`src/rtl/ladybird_csr_access_unit.sv`:
```
// Zicsr initiator: legality checks, CSR file strobe, old-value capture and writeback response.
// Optional trace output is compiled in when LADYBIRD_CSR_ACCESS_TRACE_EN is defined.
module ladybird_csr_access_unit #(
  parameter int XLEN          = 32,
  parameter int TRACE_HART_ID = 0
) (
  input  logic            clk,
  input  logic            nrst,
  input  logic            flush_i,
  input  logic [1:0]      priv_mode_i,
  input  logic            req_valid_i,
  output logic            req_ready_o,
  input  logic [2:0]      req_funct3_i,
  input  logic [11:0]     req_addr_i,
  input  logic [4:0]      req_rs1_idx_i,
  input  logic [XLEN-1:0] req_rs1_data_i,
  input  logic [4:0]      req_rd_idx_i,
  output logic [2:0]      csr_op_o,
  output logic            csr_valid_o,
  output logic [11:0]     csr_addr_o,
  output logic [XLEN-1:0] csr_wdata_o,
  input  logic [XLEN-1:0] csr_rdata_i,
  output logic            resp_valid_o,
  input  logic            resp_ready_i,
  output logic [4:0]      resp_rd_idx_o,
  output logic            resp_we_o,
  output logic [XLEN-1:0] resp_data_o,
  output logic            resp_illegal_o
);

  // state  | meaning
  // IDLE   | waiting for a request
  // ACCESS | CSR file addressed, write strobe, old value sampled
  // RESP   | response held until accepted
  localparam logic [1:0] ST_IDLE   = 2'd0;
  localparam logic [1:0] ST_ACCESS = 2'd1;
  localparam logic [1:0] ST_RESP   = 2'd2;

  localparam logic [2:0] F3_CSRRW  = 3'b001;
  localparam logic [2:0] F3_CSRRWI = 3'b101;

  logic [1:0]      state_q, state_d;
  logic [2:0]      funct3_q, funct3_d;
  logic [11:0]     addr_q, addr_d;
  logic [4:0]      rs1_idx_q, rs1_idx_d;
  logic [XLEN-1:0] rs1_data_q, rs1_data_d;
  logic [4:0]      rd_idx_q, rd_idx_d;
  logic [XLEN-1:0] resp_data_q, resp_data_d;
  logic            resp_illegal_q, resp_illegal_d;
  logic            resp_we_q, resp_we_d;

  logic            req_fire;
  logic            resp_fire;
  logic            write_eff;
  logic            illegal;
  logic            bad_funct3;
  logic            ro_write;
  logic            priv_fault;
  logic [XLEN-1:0] operand;

  assign req_ready_o = (state_q == ST_IDLE) & ~flush_i & nrst;
  assign req_fire    = req_valid_i & req_ready_o;
  assign resp_fire   = resp_valid_o & resp_ready_i;

  // Set/clear forms with a zero source are pure reads and must not strobe the CSR file.
  assign write_eff  = (funct3_q == F3_CSRRW) | (funct3_q == F3_CSRRWI) | (rs1_idx_q != 5'd0);
  assign bad_funct3 = (funct3_q[1:0] == 2'b00);
  assign ro_write   = write_eff & (addr_q[11:10] == 2'b11);
  assign priv_fault = (priv_mode_i < addr_q[9:8]);
  assign illegal    = bad_funct3 | ro_write | priv_fault;

  assign operand = funct3_q[2] ? {{(XLEN-5){1'b0}}, rs1_idx_q} : rs1_data_q;

  always_comb begin
    state_d        = state_q;
    funct3_d       = funct3_q;
    addr_d         = addr_q;
    rs1_idx_d      = rs1_idx_q;
    rs1_data_d     = rs1_data_q;
    rd_idx_d       = rd_idx_q;
    resp_data_d    = resp_data_q;
    resp_illegal_d = resp_illegal_q;
    resp_we_d      = resp_we_q;

    case (state_q)
      ST_IDLE: begin
        if (req_fire) begin
          funct3_d   = req_funct3_i;
          addr_d     = req_addr_i;
          rs1_idx_d  = req_rs1_idx_i;
          rs1_data_d = req_rs1_data_i;
          rd_idx_d   = req_rd_idx_i;
          state_d    = ST_ACCESS;
        end
      end
      ST_ACCESS: begin
        // The write lands on this same edge, so the sampled value is the pre-write one.
        resp_data_d    = csr_rdata_i;
        resp_illegal_d = illegal;
        resp_we_d      = ~illegal & (rd_idx_q != 5'd0);
        state_d        = ST_RESP;
      end
      ST_RESP: begin
        if (resp_fire) begin
          state_d = ST_IDLE;
        end
      end
      default: begin
        state_d = ST_IDLE;
      end
    endcase

    if (flush_i) begin
      state_d = ST_IDLE;
    end
  end

  always_ff @(posedge clk) begin
    if (!nrst) begin
      state_q        <= ST_IDLE;
      funct3_q       <= 3'd0;
      addr_q         <= 12'd0;
      rs1_idx_q      <= 5'd0;
      rs1_data_q     <= '0;
      rd_idx_q       <= 5'd0;
      resp_data_q    <= '0;
      resp_illegal_q <= 1'b0;
      resp_we_q      <= 1'b0;
    end else begin
      state_q        <= state_d;
      funct3_q       <= funct3_d;
      addr_q         <= addr_d;
      rs1_idx_q      <= rs1_idx_d;
      rs1_data_q     <= rs1_data_d;
      rd_idx_q       <= rd_idx_d;
      resp_data_q    <= resp_data_d;
      resp_illegal_q <= resp_illegal_d;
      resp_we_q      <= resp_we_d;
    end
  end

  assign csr_op_o    = funct3_q;
  assign csr_addr_o  = addr_q;
  assign csr_wdata_o = operand;
  assign csr_valid_o = (state_q == ST_ACCESS) & write_eff & ~illegal & ~flush_i & nrst;

  assign resp_valid_o   = (state_q == ST_RESP);
  assign resp_rd_idx_o  = rd_idx_q;
  assign resp_data_o    = resp_data_q;
  assign resp_we_o      = resp_we_q;
  assign resp_illegal_o = resp_illegal_q;

`ifdef LADYBIRD_CSR_ACCESS_TRACE_EN
  function automatic string op_name(input logic [2:0] f3);
    case (f3)
      3'b001:  op_name = "csrrw";
      3'b010:  op_name = "csrrs";
      3'b011:  op_name = "csrrc";
      3'b101:  op_name = "csrrwi";
      3'b110:  op_name = "csrrsi";
      3'b111:  op_name = "csrrci";
      default: op_name = "bad";
    endcase
  endfunction

  always_ff @(posedge clk) begin
    if (nrst && (state_q == ST_ACCESS) && !flush_i) begin
      $display("hart%0d csr %s addr %h w %h r %h%s", TRACE_HART_ID, op_name(funct3_q),
               addr_q, operand, csr_rdata_i, illegal ? " ILLEGAL" : "");
    end
  end
`endif

endmodule

```
`config.mk`:
```
export PLATFORM = sky130hd
export DESIGN_NAME = ladybird_csr_access_unit
export DESIGN_NICKNAME = d
export VERILOG_FILES = /design/src/rtl/ladybird_csr_access_unit.sv
export SDC_FILE = /design/constraint.sdc
export NUM_CORES = 1
export LEC_CHECK = 0
export ABC_CLOCK_PERIOD_IN_PS = 2300
export BUFFER_PORTS_ARGS = -buffer_cell sky130_fd_sc_hd__buf_2
export CAP_MARGIN = 30
export CORE_UTILIZATION = 49
export DETAILED_ROUTE_END_ITERATION = 10
export PLACE_DENSITY = 0.85
export SYNTH_ARGS = -nofsm -noshare
export SYNTH_HDL_FRONTEND = slang
export SYNTH_SLANG_ARGS = --single-unit
```
`constraint.sdc`:
```
create_clock -name clk -period 2.3 [get_ports clk]
set_clock_uncertainty 0.05 [all_clocks]
set_input_delay 0.23 -clock clk [delete_from_list [all_inputs] [get_ports clk]]
set_output_delay 0.23 -clock clk [all_outputs]
set_load 0.02 [all_outputs]
```
Word level (Yosys, flattened, before mapping) --
Cells that the tools add are included.
Cells by class: reductions and logical operators 7, bitwise operators 17, $lt $le $gt $ge 1, multiplexer cells 4, equality and inequality tests 7
Operators with widths (count):
- 2-to-1 mux 32 bit | 1
- bitwise AND 1 bit | 10
- nonzero test 5 bit | 2
- one-hot mux 2 bit (3 select lines) | 1
- equality test 2 bit, second input constant | 2
- logical NOT 2 bit | 2
- 2-to-1 mux 2 bit | 2
- OR 1 bit | 4
- AND reduction 2 bit | 2
- equality test 3 x 1 -> 1 bit, second input constant | 1
- equality test 3 bit, second input constant | 1
- NOT 1 bit | 3
- equality test 2 x 1 -> 1 bit, second input constant | 1
- < comparator 2 bit | 1
- inequality test 2 x 1 -> 1 bit, second input constant | 1
- inequality test 2 bit, second input constant | 1
- OR reduction 2 bit | 1
Word-level totals: word-level logic and storage cells 45, bits in registers 93, output and inout bits 89, input bits 96

Logic depth before layout (Yosys ltp) --
Gate-level depths: netlist of run 1.
depth in word-level cells 10, mapped depth 7, depth with buffers taken out 5

Worst setup path before layout of run 1 --
Ideal clock, no wire load.
kind reg-to-output, from register addr_q[9] (netlist: csr_addr_o[9]), to output csr_valid_o, slack 0.562 ns, arrival time 1.458 ns, required time 2.020 ns, stages on the path, launching flop included 6, path buffers 0, cells stage by stage dfxtp_1 > inv_1 > ha_1 > a21oi_1 > a311o_1 > nor3b_2
Between the ends: longest elaborated chain between the ends 6
RTL lines:
- start: declaration | RTL line 44 | logic [11:0] addr_q, addr_d;
- start signal: assignment | RTL line 132 | addr_q <= addr_d;
- < comparator 2 bit | RTL line 69 | assign priv_fault = (priv_mode_i < addr_q[9:8]);
- OR 1 bit | RTL line 70 | assign illegal = bad_funct3 | ro_write | priv_fault;
- NOT 1 bit | RTL line 145 | assign csr_valid_o = (state_q == ST_ACCESS) & write_eff & ~illegal & ~flush_i & nrst;
- bitwise AND 1 bit (3 in series) | RTL line 145
- end: declaration | RTL line 19 | output logic csr_valid_o,
No other way between the ends.

Worst setup path after layout of run 1 --
from register rs1_idx_q[0], to output csr_valid_o
Between the ends: longest elaborated chain between the ends 9, elaborated cells between the ends (all ways) 10, those cells by class 9 x bitwise; 1 x reduce/logical
RTL lines:
- start: declaration | RTL line 45 | logic [4:0] rs1_idx_q, rs1_idx_d;
- start signal: assignment | RTL line 133 | rs1_idx_q <= rs1_idx_d;
- nonzero test 5 bit * | RTL line 66 | assign write_eff = (funct3_q == F3_CSRRW) | (funct3_q == F3_CSRRWI) | (rs1_idx_q != 5'd0);
- OR 1 bit * | RTL line 66
- bitwise AND 1 bit | RTL line 68 | assign ro_write = write_eff & (addr_q[11:10] == 2'b11);
- OR 1 bit (2 in series) | RTL line 70
- NOT 1 bit | RTL line 145
- bitwise AND 1 bit * (3 in series) | RTL line 145
Every way passes the cells marked *; elsewhere a longest branch is shown, timed or not.

==> metrics.md, run 1 <==
| Metric | Value |
|---|---|
| Flops & latches, synth | `93` |
| CP Capture Type | `output pin` |
| CTS tree | `done` |
| Average cell area after synthesis | `~8.4 um^2` |
| Sum of negative setup slack | `0 ns` |
| Final net count | `between 700 and 800` |
| Area grow syn2layout | `31.9%` |
| Clk_lat worst skew | `between 0.3 and 0.4 ns` |
| Mapped cell area | `around 0.0038 mm^2` |
| PnR worst setup slack | `about 0.19 ns` |
| DP Area | `0.00471 mm^2` |
| Slowest CP cell | `a311o_1` |
| R2r startpoint | `state_q[1]` |
| Number of buffers created by CTS | `9` |
| Diodes inserted | `0` |
| Postcts setup bufs | `0` |
| Slew HR | `approximately three fifths` |
| Leakage | `2.29 nW` |
| Number of distinct library cells after synthesis | `26` |
| Iteration-0 DRC Markers | `147` |
| Pwr dens | `slightly below 700 mW/mm^2` |
| Initial Util | `between 50% and 60%` |
| Detail Route Antenna Nets | `0` |
| Place WS | `roughly 0.56 ns` |
| Gate count of the mapped netlist | `450` |
| Clock slew at reported path FFs | `0.08 ns` |
| Worst setup path start | `rs1_idx_q[0]` |
| Clock buffer depth | `2` |
| Reg2Reg Setup Slack | `0.61 ns` |
| Die area | `between 0.008 and 0.009 mm^2` |
| Die Wd | `89.7 um` |
| WP buf/inv | `1` |
| Pins Over Slew Limit | `0` |
| Maximum VDD drop | `0.000448 V` |
| Number of synthesized flops with an enable pin | `0` |
| Req. time, crit path | `2.02 ns` |
| Rows | `31` |
| GRT Util Overall | `between 20% and 30%` |
| First-pass GRT wire length | `13900 um` |
| Final Util | `67.8%` |
| Initial antenna violation count | `0` |
| Maximum clock rate | `473 MHz` |
| Hold WS | `0.0691 ns` |
| Grt total ovfl | `0` |
| Cts hold-fix bufs | `0` |
| Top Ports | `185` |
| Fin area | `0.00497 mm^2` |
| CP peak stage delay | `0.42 ns` |
| Tcrit/Tclk final | `91.8%` |
| Layout cells sized above 1 | `34.8%` |
| Die H | `89.7 um` |
| Worst Hold Launch | `req_addr_i[2]` |
| Critical path peak fanout | `3` |
| Core area | `between 0.007 and 0.008 mm^2` |
| Syn_nets | `547` |
| Worst hold path class | `in -> reg` |
| Vias | `3491` |
| Drt first pass iters | `4` |
| Placer's final routability congestion estimate | `0.749` |
| Yosys warns | `0` |
| Final Setup Violations | `0` |
| Critical Path, Cell by Cell | `nor3_1 > nand3_1 > a311o_1 > nor3b_2 > buf_2` |
| Startpoint Class | `register` |
| Setup CP Type | `reg -> out` |
| Vias per cell | `approximately 4.8` |
| Clock Sinks | `a little over 90` |
| Synth async-reset ratio | `0%` |
| Share of the yosys chip area belonging to registers | `between 40 and 50%` |
| Kind of cell adding the most delay to the critical path | `simple AND/OR/NAND/NOR gates` |
| PortBufs | `184` |
| Largest net degree at the start of global routing | `58` |
| Prevailing post-synth register cell | `dfxtp_1` |
| Final Hold Viols | `0` |
| Max cap viols | `0` |
| Final wirelength | `between 9000 and 10000 um` |
| Outcome | `complete, no violations` |
| Worst Path Arrival | `between 1.5 and 2 ns` |
| Vias in the first global route | `3019` |
| Drt wl/cell | `13.1 um` |
| H-tree depth reported by CTS | `3` |
| CTS Root Buffer Type | `clkbuf_8` |
| Min Tclk post-route | `2.11 ns` |
| DP HPWL | `roughly 6800 um` |
| Worst slew pin tran | `0.590 ns` |
| Post-CTS sizing | `0` |
| RSZ-0062 raised after global routing | `false` |
| DRC viols | `0` |
| # fillers | `around 610` |
[layout by cell type, fill, tap and decap left out, types with 2 or more instances in the layout]
| cell | n |
|---|---|
| o21ai_1 | 2 |
| buf_2 | 184 |
| mux2_2 | 5 |
| a21oi_1 | 2 |
| a21boi_1 | 20 |
| nand3_1 | 2 |
| nor2b_1 | 28 |
| nand2b_1 | 5 |
| bufinv_16 | 3 |
| a21boi_0 | 69 |
| clkbuf_8 | 11 |
| nand2_1 | 178 |
| buf_4 | 6 |
| dfxtp_1 | 93 |
[where the power goes]
| group | switching (mW) | internal (mW) |
|---|---|---|
| sequential | 0.0304 | 1.66 |
| combinational | 0.208 | 0.164 |
| clock | 0.547 | 0.784 |
| total | 0.786 | 2.61 |
[Yosys cell counts (2+ instances only)]
master | n | share of area, %
a21boi_0 | 69 | 14
nand2b_1 | 5 | 0.83
nand3_1 | 2 | 0.27
dfxtp_1 | 93 | 49
buf_6 | 3 | 0.90
a21oi_1 | 2 | 0.27
nor2b_1 | 29 | 4.8
a21boi_1 | 20 | 4.0
o21ai_1 | 2 | 0.27
buf_2 | 7 | 0.93
nand2_1 | 178 | 18
clkbuf_1 | 20 | 2.0
mux2_2 | 5 | 1.5
buf_4 | 3 | 0.60
[worst min-delay path, stage by stage]
cell      delay, ns
buf_2          0.09
nand2_1        0.04
a21boi_1       0.05
[per-layer routing]
| layer | vias up | part of all wire [%] | global-route usage [%] | routed length (um) |
|---|---|---|---|---|
| met5 | - | 0 | 0 | 0 |
| met4 | 0 | 1.7 | 9.24 | 161 |
| met3 | 14 | 5.7 | 5.67 | 539 |
| met2 | 112 | 49 | 38.6 | 4700 |
| met1 | 1587 | 43 | 27.4 | 4100 |
| li1 | 1778 | - | - | - |
[registers in the layout, indices dropped and copies added (netlist names)]
name,flops
resp_rd_idx_o,5
resp_illegal_o,1
rs1_idx_q,5
csr_op_o,3
state_q,2
resp_data_o,32
csr_addr_o,12
resp_we_o,1
rs1_data_q,32
[stage by stage]
| step | power (mW) | cells |
|---|---|---|
| after floorplan | 1.94 | 450 |
| after global placement | 2.09 | 707 |
| after detailed placement | 2.11 | 707 |
| after CTS | 3.43 | 723 |
| after global routing | 3.53 | 723 |
| final | 3.40 | 723 |
[cell type report]
class                           count  area, um^2  area share [%]
Timing Repair Buffer              191         986            19.8
Inverter                            2        7.51           0.151
Clock inverter                      5         106            2.14
Clock buffer                       11         151            3.05
Tap cell                           99         124            2.49
Sequential cell                    93        1860            37.5
Multi-Input combinational cell    322        1730            34.9
[kinds of logic (layout without fill, tap and decap cells)]
family | after synthesis | count (layout) | share of synthesized area, %
adder cells (fa/ha/maj) | 1 | 1 | 0.332
buffers and inverters | 35 | 209 | 4.62
AND/OR/NAND/NOR | 220 | 220 | 25.2
flip-flops | 93 | 93 | 49.4
AO/OA/AOI/OAI | 96 | 96 | 18.9
multiplexers | 5 | 5 | 1.49
[final timing paths]
check	endpoint	depth (start not counted)
max	csr_valid_o	5
min	csr_addr_o[2]	3
max reg2reg	rs1_data_q[6]	6
min reg2reg	csr_addr_o[6]	2
Power figures use the tool's default switching activity.
==> inputs of run 2 (changes only) <==
--- a/config.mk
+++ b/config.mk
@@ -5,12 +5,13 @@
 export SDC_FILE = /design/constraint.sdc
 export NUM_CORES = 1
 export LEC_CHECK = 0
-export ABC_CLOCK_PERIOD_IN_PS = 2300
+export ABC_CLOCK_PERIOD_IN_PS = 2000
 export BUFFER_PORTS_ARGS = -buffer_cell sky130_fd_sc_hd__buf_2
 export CAP_MARGIN = 30
-export CORE_UTILIZATION = 49
+export CORE_UTILIZATION = 47
+export CTS_BUF_LIST = sky130_fd_sc_hd__clkbuf_4
 export DETAILED_ROUTE_END_ITERATION = 10
-export PLACE_DENSITY = 0.85
+export PLACE_DENSITY = 0.82
 export SYNTH_ARGS = -nofsm -noshare
 export SYNTH_HDL_FRONTEND = slang
 export SYNTH_SLANG_ARGS = --single-unit
==> constraint.sdc (replaced) <==
create_clock -name clk -period 2 [get_ports clk]
set_clock_uncertainty 0.05 [all_clocks]
set_input_delay 0.2 -clock clk [delete_from_list [all_inputs] [get_ports clk]]
set_output_delay 0.2 -clock clk [all_outputs]
set_load 0.02 [all_outputs]
==> run 2 against run 1 <==
Combinational power up 56%; critical path type unchanged; register-to-register slack worse by 0.22 ns; hold slack better by 0.073 ns; cell area up 16%; the flow now finishes with violations (setup timing); clock power down 36%; critical endpoint unchanged; sequential cell count unchanged.
==> metrics.md, run 2 (same netlist as run 1, synthesis figures left out) <==
| Metric | Value |
|---|---|
| Placer's final routability congestion estimate | `0.731 (-2.4%)` |
| Largest net degree at the start of global routing | `58 (unchanged)` |
| PortBufs | `184 (unchanged)` |
| Die H | `91.5 um (+2.1%)` |
| DP HPWL | `6730 um (-1.1%)` |
| GRT Util Overall | `27.8% (+5.1 points)` |
| Worst slew pin tran | `0.567 ns (-0.0226 ns)` |
| DRC viols | `0 (unchanged)` |
| Failing checks | `setup timing` |
| Final wirelength | `11600 um (+22%)` |
| Slew HR | `62.2% (+1.6 points)` |
| Pwr dens | `589 mW/mm^2 (-14%)` |
| Tot Pwr | `3.38 mW (-0.33%)` |
| RSZ-0062 raised after global routing | `true` |
| Die Wd | `91.5 um (+2.1%)` |
| Iteration-0 DRC Markers | `139 (-5.4%)` |
| First-pass GRT wire length | `18500 um (+33%)` |
| Critical path peak fanout | `3 (unchanged)` |
| Clock Sinks | `93 (unchanged)` |
| Clk_lat worst skew | `0.40 ns (+0.06 ns)` |
| Reg2reg path depth | `6 (unchanged)` |
| Outcome | `finished with violations` |
| Commonest non-fill, non-tap cell in the layout | `buf_2` |
| PnR worst setup slack | `-0.0644 ns (-0.252 ns)` |
| Final Setup Violations | `1 (+1)` |
| Fin area | `0.00575 mm^2 (+16%)` |
| Core area | `0.00773 mm^2 (+5.4%)` |
| Tcrit/Tclk final | `103%` |
| Rows | `32 (+3.2%)` |
| Final net count | `809 (+13%)` |
| Clock buffer depth | `2 (unchanged)` |
| Hold Path Depth | `3 (unchanged)` |
| Final Hold Viols | `0 (unchanged)` |
| DP Area | `0.00472 mm^2 (+0.13%)` |
| Number of buffers created by CTS | `9 (unchanged)` |
| Multi-input gate area | `0.00174 mm^2 (+0.29%)` |
| Maximum VDD drop | `0.000331 V (-26%)` |
| Layout cells sized above 1 | `31.0% (-3.8 points)` |
| Drt wl/cell | `14.1 um (+7.7%)` |
| Worst Path Arrival | `1.81 ns (-0.02 ns)` |
| Commonest non-fill, non-tap cells in the layout | `buf_2, nand2_1, dfxtp_1, dlygate4sd3_1, a21boi_0` |
| Drt first pass iters | `5 (+1)` |
| H-tree depth reported by CTS | `3 (unchanged)` |
| Vias | `3989 (+14%)` |
| Initial antenna violation count | `1 (+1)` |
| Setup CP Type | `reg -> out` |
| Max cap viols | `0 (unchanged)` |
| CTS tree | `done` |
| Detail Route Antenna Nets | `0 (unchanged)` |
| Storage element area | `0.00187 mm^2 (+0.20%)` |
| Die area | `0.00838 mm^2 (+4.2%)` |
| Grt total ovfl | `0 (unchanged)` |
| Clock slew at reported path FFs | `0.12 ns (+0.04 ns)` |
| Leakage | `2.62 nW (+14%)` |
| Pins Over Slew Limit | `0 (unchanged)` |
| Req. time, crit path | `1.75 ns (-0.27 ns)` |
| Maximum clock rate | `just under 500 MHz` |
| Area grow syn2layout | `52.5%` |
| Sum of negative setup slack | `-0.0644 ns (-0.0644 ns)` |
| Worst hold path class | `in -> reg` |
| Vias in the first global route | `3993 (+32%)` |
| Vias per cell | `4.87 (+0.87%)` |
| CTS Root Buffer Type | `clkbuf_4` |
| Top Ports | `185 (unchanged)` |
| Place WS | `0.251 ns (-0.311 ns)` |
| Startpoint Class | `register` |
| Min Tclk post-route | `2.06 ns` |
| Initial Util | `48.8% (-2.6 points)` |
| CP Capture Type | `output pin` |
| # fillers | `566 (-7.4%)` |
-- run 2: cell count changes in the layout (fill, tap and decap cells not counted), moves of 2 or more --
cell / before / now
clkinv_2: 0 / 2
dfxtp_2: 0 / 3
clkbuf_8: 11 / 0
buf_4: 6 / 11
dfxtp_1: 93 / 90
dlygate4sd3_1: 0 / 90
bufinv_16: 3 / 0
clkbuf_4: 0 / 12
-- run 2: timing repair --
item,CTS,global route
pin swaps,2,0
setup buffers,1,0
hold buffers,90,0
endpoints found under the setup margin,1,1
hold endpoints to repair,90,0
gates resized for setup,4,1
-- run 2: worst paths after layout --
check / from / endpoint / slack (ns)
worst max-delay path: rs1_idx_q[0] / csr_valid_o / -0.06
worst min-delay path: flush_i / state_q[1] / 0.14
worst max register to register: state_q[1] / rs1_data_q[24] / 0.39
worst min register to register: csr_addr_o[6] / csr_addr_o[6] / 0.41
-- run 2: cell type report --
type | instances | share of cell area [%]
repair buffers | 284 | 33.1
diodes | 1 | 0.0436
clock buffers | 12 | 1.57
well taps | 102 | 2.22
clock inverters | 3 | 0.240
flip-flops and latches | 93 | 32.5
inverters | 2 | 0.131
multi-input cells | 322 | 30.3
-- run 2: power breakdown --
part | switching [mW] | leakage (nW) | internal [mW]
clock | 0.567 | 0.0646 | 0.286
combinational | 0.278 | 1.80 | 0.304
sequential | 0.0357 | 0.756 | 1.91
total | 0.880 | 2.62 | 2.50
-- run 2: stage by stage --
stage / utilization (%) / hold WS [ns] / instances
6_report: 74.4 / 0.142 / 819
5_1_grt: 74.4 / 0.131 / 819
4_1_cts: 74.3 / 0.119 / 818
3_5_place_dp: 61.1 / 0.396 / 712
3_3_place_gp: 61.1 / 0.389 / 712
2_1_floorplan: - / 0.285 / 450
-- run 2: layer usage --
| layer | GRT usage (%) | vias up | share of wire (%) |
|---|---|---|---|
| met4 | 13.6 | 0 | 3.5 |
| met5 | 0 | - | 0 |
| li1 | - | 1961 | - |
| met3 | 5.86 | 33 | 6.4 |
| met2 | 50.8 | 170 | 51 |
| met1 | 30.2 | 1825 | 39 |
-- run 2: critical path, cell delays in order, from the launching register on --
cell and delay [ns]:
dfxtp_2 0.35, nor3_2 0.19, nand3_1 0.13, a311o_1 0.37
nor3b_2 0.20, buf_4 0.17
==> inputs of run 3 (changes only) <==
--- a/config.mk
+++ b/config.mk
@@ -7,11 +7,10 @@
 export LEC_CHECK = 0
 export ABC_CLOCK_PERIOD_IN_PS = 2000
 export BUFFER_PORTS_ARGS = -buffer_cell sky130_fd_sc_hd__buf_2
-export CAP_MARGIN = 30
-export CORE_UTILIZATION = 47
+export CAP_MARGIN = 20
+export CORE_UTILIZATION = 25
 export CTS_BUF_LIST = sky130_fd_sc_hd__clkbuf_4
 export DETAILED_ROUTE_END_ITERATION = 10
-export PLACE_DENSITY = 0.82
 export SYNTH_ARGS = -nofsm -noshare
 export SYNTH_HDL_FRONTEND = slang
 export SYNTH_SLANG_ARGS = --single-unit
==> run 3 against run 2 <==
The flow finishes with violations (DRC, setup timing); critical path depth did not move; final cell count rose by 10%; register-to-register slack got worse by 0.06 ns; critical endpoint unchanged; largest power group unchanged.
==> metrics.md, run 3 (same netlist as run 1, synthesis figures left out) <==
| Metric | Value |
|---|---|
| Outcome | `finished with violations` |
| Failing checks | `DRC, setup timing` |
| Reg2Reg Setup Slack | `0.33 ns (-0.06 ns)` |
| GRT Util Overall | `15.7% (-12 points)` |
| Largest net degree at the start of global routing | `66 (+14%)` |
| Met3 Usage GRT | `3.95% (-1.9 points)` |
| Vias per cell | `4.24 (-13%)` |
| Layout Cells excl Fill | `903 (+10%)` |
| WP buf/inv | `1 (unchanged)` |
| Clk pwr share | `32.3% (+7.1 points)` |
| Slowest CP cell | `dfxtp_2` |
| PortBufs | `184 (unchanged)` |
| Iteration-0 DRC Markers | `111 (-20%)` |
| GR Util met1 | `17.9% (-12 points)` |
| Tcrit/Tclk final | `106% (+3.1 points)` |
| Leakage | `2.66 nW (+1.5%)` |
| Grt total ovfl | `0 (unchanged)` |
| Req. time, crit path | `1.75 ns (about the same)` |
| Fin area | `0.00595 mm^2 (+3.5%)` |
| Detail Route Antenna Nets | `0 (unchanged)` |
| Placer's final routability congestion estimate | `0.694 (-5.0%)` |
| Worst min-delay path endpoint | `state_q[0]` |
| Int Power | `2.76 mW (+10%)` |
| Switch Pwr | `0.980 mW (+11%)` |
| Min Tclk post-route | `2.13 ns (+0.0620 ns)` |
| Clock Sinks | `93 (unchanged)` |
| Final Setup Violations | `1 (unchanged)` |
| Vias in the first global route | `3902 (-2.3%)` |
| CP peak stage delay | `0.36 ns (about the same)` |
| Critical path peak fanout | `3 (unchanged)` |
| Kind of cell adding the most delay to the critical path | `simple AND/OR/NAND/NOR gates` |
| Clk_lat worst skew | `0.46 ns (+0.06 ns)` |
| Area grow syn2layout | `57.9%` |
| Setup CP Type | `reg -> out` |
| Initial Util | `25.7% (-23 points)` |
| Worst Path Arrival | `1.88 ns (+0.07 ns)` |
| Top Ports | `185 (unchanged)` |
| PnR worst setup slack | `-0.126 ns (-0.0620 ns)` |
| Initial antenna violation count | `1 (unchanged)` |
| Number of buffers created by CTS | `9 (unchanged)` |
| # fillers | `1511 (+170%)` |
| Tot Pwr | `3.74 mW (+11%)` |
| Die H | `125 um (+36%)` |
| DRC viols | `24 (+24)` |
| Pwr dens | `629 mW/mm^2 (+6.9%)` |
| Core area | `0.0146 mm^2 (+90%)` |
| Clock slew at reported path FFs | `0.15 ns (+0.03 ns)` |
| DP Area | `0.00485 mm^2 (+2.7%)` |
| Final Util | `40.6% (-34 points)` |
| Drt wl/cell | `13.1 um (-7.6%)` |
| Reg2reg path depth | `4 (-2)` |
| CTS tree | `done` |
| Switching share of total power | `26.2% (+0.19 points)` |
| H-tree depth reported by CTS | `3 (unchanged)` |
| Critical Path, Cell by Cell | `nor3_2 > nand3_1 > a311o_1 > nor3b_2 > buf_4` |
| R2r startpoint | `state_q[1]` |
| Placed Instances | `794 (+12%)` |
| Die area | `0.0156 mm^2 (+86%)` |
| Flop pwr share | `52.0% (-5.6 points)` |
| Final Hold Viols | `0 (unchanged)` |
| Final wirelength | `11800 um (+1.8%)` |
| Drt first pass iters | `7 (+2)` |
| Worst Hold Launch | `req_valid_i` |
| First-pass GRT wire length | `19200 um (+3.8%)` |
| CP Capture Type | `output pin` |
| Maximum clock rate | `470 MHz (-2.9%)` |
| Commonest non-fill, non-tap cells in the layout | `buf_2, nand2_1, dlygate4sd3_1` |
| Capturing point of the worst reg2reg path | `state_q[1]` |
| CTS Root Buffer Type | `clkbuf_4` |
| Die Wd | `125 um (+36%)` |
| Gate power share | `15.7% (-1.5 points)` |
| GRT busiest layer | `met2` |
| Vias | `3833 (-3.9%)` |
| Worst slew pin tran | `0.558 ns (-0.00863 ns)` |
| Slew HR | `62.8% (+0.58 points)` |
| Clock buffer depth | `2 (unchanged)` |
| Maximum VDD drop | `0.000326 V (-1.5%)` |
| Hold Path Depth | `4 (+1)` |
| RSZ-0062 raised after global routing | `true` |
| GR met2 Demand/Resource | `26.9% (-24 points)` |
| Multi-input gate area | `0.00174 mm^2 (unchanged)` |
| Storage element area | `0.00187 mm^2 (about the same)` |
| Startpoint Class | `register` |
| Pins Over Slew Limit | `0 (unchanged)` |
| Rows | `44 (+38%)` |
| Final net count | `810 (+0.12%)` |
| Commonest non-fill, non-tap cell in the layout | `buf_2` |
| Layout cells sized above 1 | `31.3% (+0.33 points)` |
| DP HPWL | `7300 um (+8.5%)` |
| Worst hold path class | `in -> reg` |
| Max cap viols | `0 (unchanged)` |
==> run 3: worst register-to-register path: cells and delay by family (launching register included) <==
family	cells	cell delay, ns
buffers and inverters	2	0.77
DFF	1	0.44
and+or+nand+nor	1	0.22
AOI/OAI and AO/OA	1	0.10
==> run 3: worst max path at each step <==
stage                     depth (start not counted)     startpoint          end
after floorplan                                   5  csr_addr_o[9]  csr_valid_o
after CTS                                         5   rs1_idx_q[2]  csr_valid_o
after detailed placement                          5   rs1_idx_q[0]  csr_valid_o
after global routing                              5   rs1_idx_q[2]  csr_valid_o
final                                             5   rs1_idx_q[2]  csr_valid_o
after global placement                            5   rs1_idx_q[0]  csr_valid_o
==> run 3: metrics by stage <==
stage / setup TNS [ns] / setup slack (ns) / hold slack [ns]
after CTS: -0.198 / -0.198 / 0.0885
final: -0.126 / -0.126 / 0.128
after global placement: 0 / 0.247 / 0.391
after detailed placement: 0 / 0.231 / 0.393
after floorplan: 0 / 0.292 / 0.285
after global routing: -0.242 / -0.242 / 0.106
==> run 3: power groups by stage <==
stage               combinational [mW]  sequential [mW]  clock, mW
floorplan                        0.208             2.03          0
global placement                 0.448             1.99          0
detailed placement               0.448             1.99          0
CTS                              0.587             1.95       1.28
global route                     0.641             1.96       1.34
finish                           0.587             1.95       1.21
==> run 3: final cells by class <==
class	count	share of cell area, %
inverter	2	0.126
clock buffer	11	1.39
tap	184	3.87
multi-input combinational	322	29.2
timing repair buffer	285	32.5
sequential	93	31.4
antenna	1	0.0421
clock inverter	5	1.43
==> run 3: what timing repair did <==
item / 4_1_cts / 5_1_grt
setup buffers: 1 / 0
pin swaps: 3 / 0
hold endpoints to repair: 90 / 0
endpoints found under the setup margin: 26 / 1
hold buffers: 91 / 0
gates cloned: 0 / 0
gates resized for setup: 4 / 2
==> run 3: layer usage <==
| metal | share of wire [%] | vias up |
|---|---|---|
| met5 | 0 | - |
| met4 | 3.2 | 0 |
| met2 | 47 | 122 |
| met3 | 5.9 | 24 |
| met1 | 44 | 1718 |
| li1 | - | 1969 |
